$ cat src/rtl/dot_seq_if.sv
// Operand, processor-lane and result signals between a dot_sequencer and its neighbours.
// master = the sequencer, slave = the distributor/processor/consumer side.
interface dot_seq_if #(
  parameter int DW = 16,
  parameter int LW = 4
);
  logic          start;
  logic [LW-1:0] len;
  logic          busy;

  logic          op_valid;
  logic          op_ready;
  logic [DW-1:0] op_a;
  logic [DW-1:0] op_b;

  logic [DW-1:0] proc_A;
  logic [DW-1:0] proc_B;
  logic          proc_enable;
  logic          proc_retro;
  logic [DW-1:0] proc_prev;
  logic [DW-1:0] proc_out;
  logic          proc_done;

  logic          res_valid;
  logic          res_ready;
  logic [DW-1:0] res_data;

  modport master (
    input  start, len, op_valid, op_a, op_b, proc_out, proc_done, res_ready,
    output busy, op_ready, proc_A, proc_B, proc_enable, proc_retro, proc_prev,
           res_valid, res_data
  );

  modport slave (
    output start, len, op_valid, op_a, op_b, proc_out, proc_done, res_ready,
    input  busy, op_ready, proc_A, proc_B, proc_enable, proc_retro, proc_prev,
           res_valid, res_data
  );
endinterface

$ cat src/rtl/dot_sequencer.sv
// Feeds one multiply/accumulate lane with a row of operand pairs and returns the dot product.
// Optional DOT_SEQ_LEN_CHECK_EN: reject len==0 / len>MAX_LEN with a len_err pulse instead of clamping.
module dot_sequencer #(
  parameter int DW      = 16,
  parameter int MAX_LEN = 8
) (
  input  logic clk,
  input  logic rst,
  dot_seq_if.master bus
`ifdef DOT_SEQ_LEN_CHECK_EN
  ,
  output logic len_err
`endif
);

  localparam int            LW    = $clog2(MAX_LEN + 1);
  localparam logic [LW-1:0] MAX_L = LW'(MAX_LEN);
  localparam logic [LW-1:0] ONE   = LW'(1);

  typedef enum logic [1:0] {IDLE, FEED, DRAIN, RESULT} state_t;

  state_t        state, state_nxt;
  logic [LW-1:0] len_q, issued, retired;
  logic [DW-1:0] acc;
  logic [LW-1:0] eff_len;
  logic          len_ok;
  logic          hs, last_issue, last_done;

`ifdef DOT_SEQ_LEN_CHECK_EN
  always_comb begin
    len_ok  = (bus.len != '0) && (bus.len <= MAX_L);
    eff_len = bus.len;
  end
`else
  // Out-of-range lengths run a full-width row rather than being refused.
  always_comb begin
    len_ok  = 1'b1;
    eff_len = ((bus.len == '0) || (bus.len > MAX_L)) ? MAX_L : bus.len;
  end
`endif

  assign hs         = bus.op_valid & bus.op_ready;
  assign last_issue = hs && (issued == len_q - ONE);
  assign last_done  = bus.proc_done && (retired == len_q - ONE);

  // The lane zeroes its out when idle, so the running sum lives in acc; the
  // bypass hands the fresh partial sum straight to a back-to-back issue.
  assign bus.proc_prev = bus.proc_done ? bus.proc_out : acc;

  // NOTE: state-holding processes use non-blocking assignments only, so every
  // flop samples the pre-edge value of every other flop.
  always_ff @(posedge clk or negedge rst) begin
    if (!rst) state <= IDLE;
    else      state <= state_nxt;
  end

  always_comb begin
    state_nxt = state;
    unique case (state)
      IDLE:    if (bus.start && len_ok) state_nxt = FEED;
      FEED:    if (last_issue)          state_nxt = DRAIN;
      DRAIN:   if (last_done)           state_nxt = RESULT;
      RESULT:  if (bus.res_ready)       state_nxt = IDLE;
      default:                          state_nxt = IDLE;
    endcase
  end

  // NOTE: every combinational output gets a default first, so no path through
  // the block leaves it unassigned and infers a latch.
  always_comb begin
    bus.busy      = 1'b0;
    bus.op_ready  = 1'b0;
    bus.res_valid = 1'b0;
    unique case (state)
      IDLE:    ;
      FEED:    begin bus.busy = 1'b1; bus.op_ready = (issued < len_q); end
      DRAIN:   bus.busy = 1'b1;
      RESULT:  begin bus.busy = 1'b1; bus.res_valid = 1'b1; end
      default: ;
    endcase
  end

  always_ff @(posedge clk or negedge rst) begin
    if (!rst) begin
      len_q           <= '0;
      issued          <= '0;
      retired         <= '0;
      acc             <= '0;
      bus.proc_A      <= '0;
      bus.proc_B      <= '0;
      bus.proc_enable <= 1'b0;
      bus.proc_retro  <= 1'b0;
      bus.res_data    <= '0;
    end else begin
      bus.proc_enable <= 1'b0;
      unique case (state)
        IDLE: begin
          if (bus.start && len_ok) begin
            len_q   <= eff_len;
            issued  <= '0;
            retired <= '0;
            acc     <= '0;
          end
        end
        FEED: begin
          if (hs) begin
            bus.proc_A      <= bus.op_a;
            bus.proc_B      <= bus.op_b;
            bus.proc_enable <= 1'b1;
            bus.proc_retro  <= (issued != '0);
            issued          <= issued + ONE;
          end
        end
        default: ;
      endcase

      if (bus.proc_done && (state != IDLE)) begin
        acc     <= bus.proc_out;
        retired <= retired + ONE;
      end

      if ((state == DRAIN) && last_done) bus.res_data <= bus.proc_out;
    end
  end

`ifdef DOT_SEQ_LEN_CHECK_EN
  always_ff @(posedge clk or negedge rst) begin
    if (!rst) len_err <= 1'b0;
    else      len_err <= (state == IDLE) && bus.start && !len_ok;
  end
`endif

endmodule

$ cat src/flat_wrapper.sv
// flat-port wrapper written by rule: the top's interface ports become plain ports
module dot_sequencer_flat 
#(
  parameter int DW      = 16,
  parameter int MAX_LEN = 8
)
  (clk, rst, bus_start, bus_len, bus_op_valid, bus_op_a, bus_op_b, bus_proc_out, bus_proc_done, bus_res_ready, bus_busy, bus_op_ready, bus_proc_A, bus_proc_B, bus_proc_enable, bus_proc_retro, bus_proc_prev, bus_res_valid, bus_res_data);
  dot_seq_if #(.DW(DW), .LW(($clog2(MAX_LEN + 1)))) bus_i ();
  input  logic clk;
  input  logic rst;
  input wire logic [$bits(bus_i.start)-1:0] bus_start;
  input wire logic [$bits(bus_i.len)-1:0] bus_len;
  input wire logic [$bits(bus_i.op_valid)-1:0] bus_op_valid;
  input wire logic [$bits(bus_i.op_a)-1:0] bus_op_a;
  input wire logic [$bits(bus_i.op_b)-1:0] bus_op_b;
  input wire logic [$bits(bus_i.proc_out)-1:0] bus_proc_out;
  input wire logic [$bits(bus_i.proc_done)-1:0] bus_proc_done;
  input wire logic [$bits(bus_i.res_ready)-1:0] bus_res_ready;
  output wire logic [$bits(bus_i.busy)-1:0] bus_busy;
  output wire logic [$bits(bus_i.op_ready)-1:0] bus_op_ready;
  output wire logic [$bits(bus_i.proc_A)-1:0] bus_proc_A;
  output wire logic [$bits(bus_i.proc_B)-1:0] bus_proc_B;
  output wire logic [$bits(bus_i.proc_enable)-1:0] bus_proc_enable;
  output wire logic [$bits(bus_i.proc_retro)-1:0] bus_proc_retro;
  output wire logic [$bits(bus_i.proc_prev)-1:0] bus_proc_prev;
  output wire logic [$bits(bus_i.res_valid)-1:0] bus_res_valid;
  output wire logic [$bits(bus_i.res_data)-1:0] bus_res_data;
  assign bus_i.start = bus_start;
  assign bus_i.len = bus_len;
  assign bus_i.op_valid = bus_op_valid;
  assign bus_i.op_a = bus_op_a;
  assign bus_i.op_b = bus_op_b;
  assign bus_i.proc_out = bus_proc_out;
  assign bus_i.proc_done = bus_proc_done;
  assign bus_i.res_ready = bus_res_ready;
  assign bus_busy = bus_i.busy;
  assign bus_op_ready = bus_i.op_ready;
  assign bus_proc_A = bus_i.proc_A;
  assign bus_proc_B = bus_i.proc_B;
  assign bus_proc_enable = bus_i.proc_enable;
  assign bus_proc_retro = bus_i.proc_retro;
  assign bus_proc_prev = bus_i.proc_prev;
  assign bus_res_valid = bus_i.res_valid;
  assign bus_res_data = bus_i.res_data;
  dot_sequencer #(.DW(DW), .MAX_LEN(MAX_LEN)) u_core (.clk(clk), .rst(rst), .bus(bus_i));
endmodule
$ cat config.mk
export PLATFORM = sky130hd
export DESIGN_NAME = dot_sequencer_flat
export DESIGN_NICKNAME = d
export VERILOG_FILES = /design/src/rtl/dot_seq_if.sv /design/src/rtl/dot_sequencer.sv /design/src/flat_wrapper.sv
export SDC_FILE = /design/constraint.sdc
export NUM_CORES = 1
export LEC_CHECK = 0
export CAP_MARGIN = 20
export CORE_UTILIZATION = 29
export DETAILED_ROUTE_END_ITERATION = 10
export PLACE_DENSITY_LB_ADDON = 0.15
export SYNTH_ARGS = -nofsm -noshare
export SYNTH_HDL_FRONTEND = slang
export SYNTH_SLANG_ARGS = --single-unit
$ cat constraint.sdc
create_clock -name clk -period 2.3 [get_ports clk]
set_input_delay 0.345 -clock clk [delete_from_list [all_inputs] [get_ports clk]]
set_output_delay 0.345 -clock clk [all_outputs]
set_load 0.01 [all_outputs]
==> impl_summary.md <==
Setup path
The worst setup path is captured at a primary output. In this design, the critical path's most frequently occurring cell is clkdlybuf4s50_1. The critical path startpoint category is an input pin.

Together, buffers and inverters on the worst path number 3. The cell class contributing the biggest share of worst-path delay is buffers and inverters. For the worst setup path, the data arrival time is 1.88 ns.

The largest fanout of any net on the critical path is 18. The delay of the slowest critical-path stage is 0.51 ns. The critical setup path kind is in2out. The data required time at the worst endpoint is 1.96 ns. For this design, the slowest cell found on the critical path is clkdlybuf4s50_1. The critical path goes through clkdlybuf4s50_1 > buf_12 > mux2_2 > clkdlybuf4s50_1.

Drt
The number of vias per cell after detailed routing is 4.492. After the first detailed-routing iteration, the DRC count stood at 47. In the routed design, unresolved DRC markers number 0. The final route contains 2691 vias. The number of detailed-route iterations in the first pass is 4. After detailed routing, the total wire length is 8.740 mm. In this run the remaining antenna-violating nets after routing total 0. The routed wirelength normalized by instance count is 14.59 µm.

GRT
The number of global-route vias before repair is 2736. The initial antenna violation count is 0. Entering global routing, the biggest net connects 51 pins. The overall global routing resource usage is 0.1356. The residual overflow from global routing is 0.

The global-route wire length before repair is 13.87 mm.

Timing
The slew of the pin with the lowest slew margin is 0.4161 ns. The relative slew slack is 0.7226. Derived from the worst setup path, the maximum achievable clock frequency is 0.4497 GHz.

The clock arrives with 0.007278 ns of skew. The count of endpoints failing hold in the final timing report came to 0. Setup repair after global routing left no endpoint under its margin. The summed negative setup slack over all endpoints is 0 ns. The final critical delay including setup and external delays is 2.224 ns. Setup violations remaining at the end of the flow were counted as 0. The post-route clock period utilization is 0.9669.

The number of max-slew violations in the final report came to 0.

Logic synthesis
Of the total synthesized cell area, the portion taken by XOR and XNOR cells is 0.02747. The most common cell in the synthesized netlist is dfrtp_1. The post-synthesis cell count is 282. The synthesis warning total is 0. Of the total synthesized cell area, the portion taken by AND, OR, NAND and NOR gates is 0.06386. By count the netlist is led by dfrtp_1 (80), mux2_2 (56), a22o_1 (17), ha_1 (13), inv_1 (12).

The dominant combinational cell family by area after synthesis is multiplexers. A synthesized cell averages 13.41 µm². The number of enable-type register cells in the synthesized netlist is 0.

The number of different library cells used by synthesis comes to 42. The portion of synthesized area spent on multiplexers is 0.2118. The synthesized-area fraction occupied by ao, oa, aoi and oai cells was 0.08537. Of the total synthesized cell area, the portion taken by full adders, half adders and majority gates is 0.04302. The flop and latch count out of synthesis is 80.

The summed instance area of the synthesized netlist is 0.003781 mm². The largest area contributor in the netlist is dfrtp_1. In the synthesized netlist the async set-or-reset flop fraction comes to 1.000. After synthesis, the cell types taking the most area are dfrtp_1 (53%), mux2_2 (17%), ha_1 (4.3%), mux2_4 (4.0%), a22o_1 (3.9%). The net count after synthesis is 353. The top cell type's share of synthesized area is 0.5295. The dominant register cell in the synthesized netlist is dfrtp_1.

Of the synthesized area, sequential elements account for 0.5295.

Clocking
No sink is reached through more buffers than the 2 on the longest clock path. For the worst-skew pair, the clock arrives at the later sink with an insertion delay of 0.33 ns. The post-CTS clock slew at the launch and capture registers of the worst setup and hold paths is 0.06 ns. In this run, CTS created clock tree buffers numbering 9. The number of H-tree levels is 3.

Clock tree synthesis found a total of 80 sinks. The cell at the root of the clock tree is clkbuf_16. TritonCTS built the clock tree.

Floorplan
The effective utilization at floorplan is 0.2984. In this run the core area contains 41 standard-cell rows. The die boundary height is 116.2 µm. For this design the top-level I/O count stands at 127. The floorplan step defined a die boundary enclosing 0.01350 mm². The area of the placeable core is 0.01267 mm². In this run the horizontal extent of the chip is 116.2 µm.

Job
The max-capacitance violation count is 0.

Cells and area
The final layout contains 493 nets. Relative to the synthesized area, the layout overhead comes to 49.64%. The number of fill cells is 1226. The fraction of final layout cells sized beyond drive strength 1 is 0.2459. The non-filler instance count after layout is 599. 0 antenna diodes ended up in the layout.

Pwr
Power spread over the standard cell area amounts to 1356 mW/mm². In this run the static leakage power is 0.002390 µW. The peak supply drop is 0.4613 mV.

Placement
The count of placed standard cells including taps is 582. The placed wire-length estimate is 6.185 mm. During placement, the flow inserted port buffers numbering 126. The congestion estimate from routability-driven global placement came to 0.7331.

Run status
The run finished with clean final reports.

Hold path
The worst min-delay path class is reg2reg.
==> registers in the layout, summed over array words and instances, names as in the netlist, 2 cells and up <==
register,count
u_core.acc,16
u_core.bus.proc_A,16
u_core.bus.proc_B,16
u_core.bus.res_data,16
u_core.issued,4
u_core.len_q,4
u_core.retired,4
u_core.state,2
==> report_power, final <==
group / switching (µW) / leakage [µW] / internal, µW
Clock: 575 / 0.000150 / 952
Combinational: 1490 / 0.00125 / 2190
Sequential: 381 / 0.000990 / 2090
==> path summary, 6_finish.rpt <==
path	slack (ns)	from	cells past startpoint	endpoint
max	0.08	bus_proc_done	4	bus_proc_prev[0]
min	0.50	u_core.acc[5]	1	u_core.acc[5]
max reg2reg	0.16	u_core.len_q[3]	8	u_core.bus.proc_B[14]
min reg2reg	0.50	u_core.acc[5]	1	u_core.acc[5]
max in group asynchronous	1.17	rst	3	u_core.bus.proc_B[10]
min in group asynchronous	0.51	rst	2	u_core.bus.proc_B[6]
==> cells by family (layout without fill, tap and decap cells) <==
group                      after synthesis  after routing
muxes                                   68             68
adders and majority gates               13             13
buffers and inverters                   26            171
and+or+nand+nor                         42             42
AOI/OAI and AO/OA                       42             42
xor gates and xnor gates                11             11
DFF                                     80             80
==> layout by cell type, fill, tap and decap left out, types with 3 or more instances in the layout <==
master,netlist,final
xnor2_1,8,8
buf_4,0,12
a21oi_1,4,4
nand3_1,4,4
inv_1,12,12
clkbuf_16,0,9
nor2_1,4,4
nand4_1,3,3
o21ai_0,9,9
nor2b_1,3,3
mux2_2,56,56
nor4_1,3,3
dfrtp_1,80,80
a22o_1,17,17
nand2_1,7,7
nand2b_1,7,7
mux2_4,10,10
clkdlybuf4s50_1,0,124
buf_12,1,5
nor3_1,3,3
ha_1,13,13
==> per-stage QoR <==
stage / setup WS (ns) / power [µW] / cell area (µm²) / utilization / hold slack [ns]
final: 0.07618 / 7674 / 5658 / 0.4465 / 0.4967
after global routing: 0.003720 / 8206 / 5658 / 0.4465 / 0.5181
after CTS: 0.06067 / 7788 / 5658 / 0.4465 / 0.5015
after detailed placement: 0.07091 / 6215 / 5335 / 0.4211 / 0.3087
after global placement: 0.1079 / 6174 / 5335 / 0.4211 / 0.3058
after floorplan: 0.2174 / 4454 / 3781 / - / 0.04941
==> final cells by class <==
type | instances | area [µm²] | share of cell area
Clock buffer | 11 | 232.7 | 0.04113
Clock inverter | 5 | 81.33 | 0.01437
Inverter | 12 | 45.04 | 0.007961
Multi-Input combinational cell | 176 | 1632 | 0.2884
Sequential cell | 80 | 2002 | 0.3538
Tap cell | 172 | 215.2 | 0.03804
Timing Repair Buffer | 143 | 1450 | 0.2563
==> repair_timing <==
action / 4_1_cts / 5_1_grt
endpoints found under the setup margin: 1 / 0
hold buffers: 1 / 0
setup buffers: 0 / 0
gates resized for setup: 1 / 0
hold endpoints to repair: 30 / 0
==> routing by layer <==
| layer | vias to the layer above | global-route usage | share of wire |
|---|---|---|---|
| met3 | 12 | 0.03736 | 0.073 |
| met4 | 0 | 0.05983 | 0.018 |
| met2 | 103 | 0.2127 | 0.44 |
| li1 | 1299 | - | - |
| met5 | - | 0 | 0 |
| met1 | 1277 | 0.1750 | 0.47 |
No activity file was read; power rests on OpenSTA's default activity.
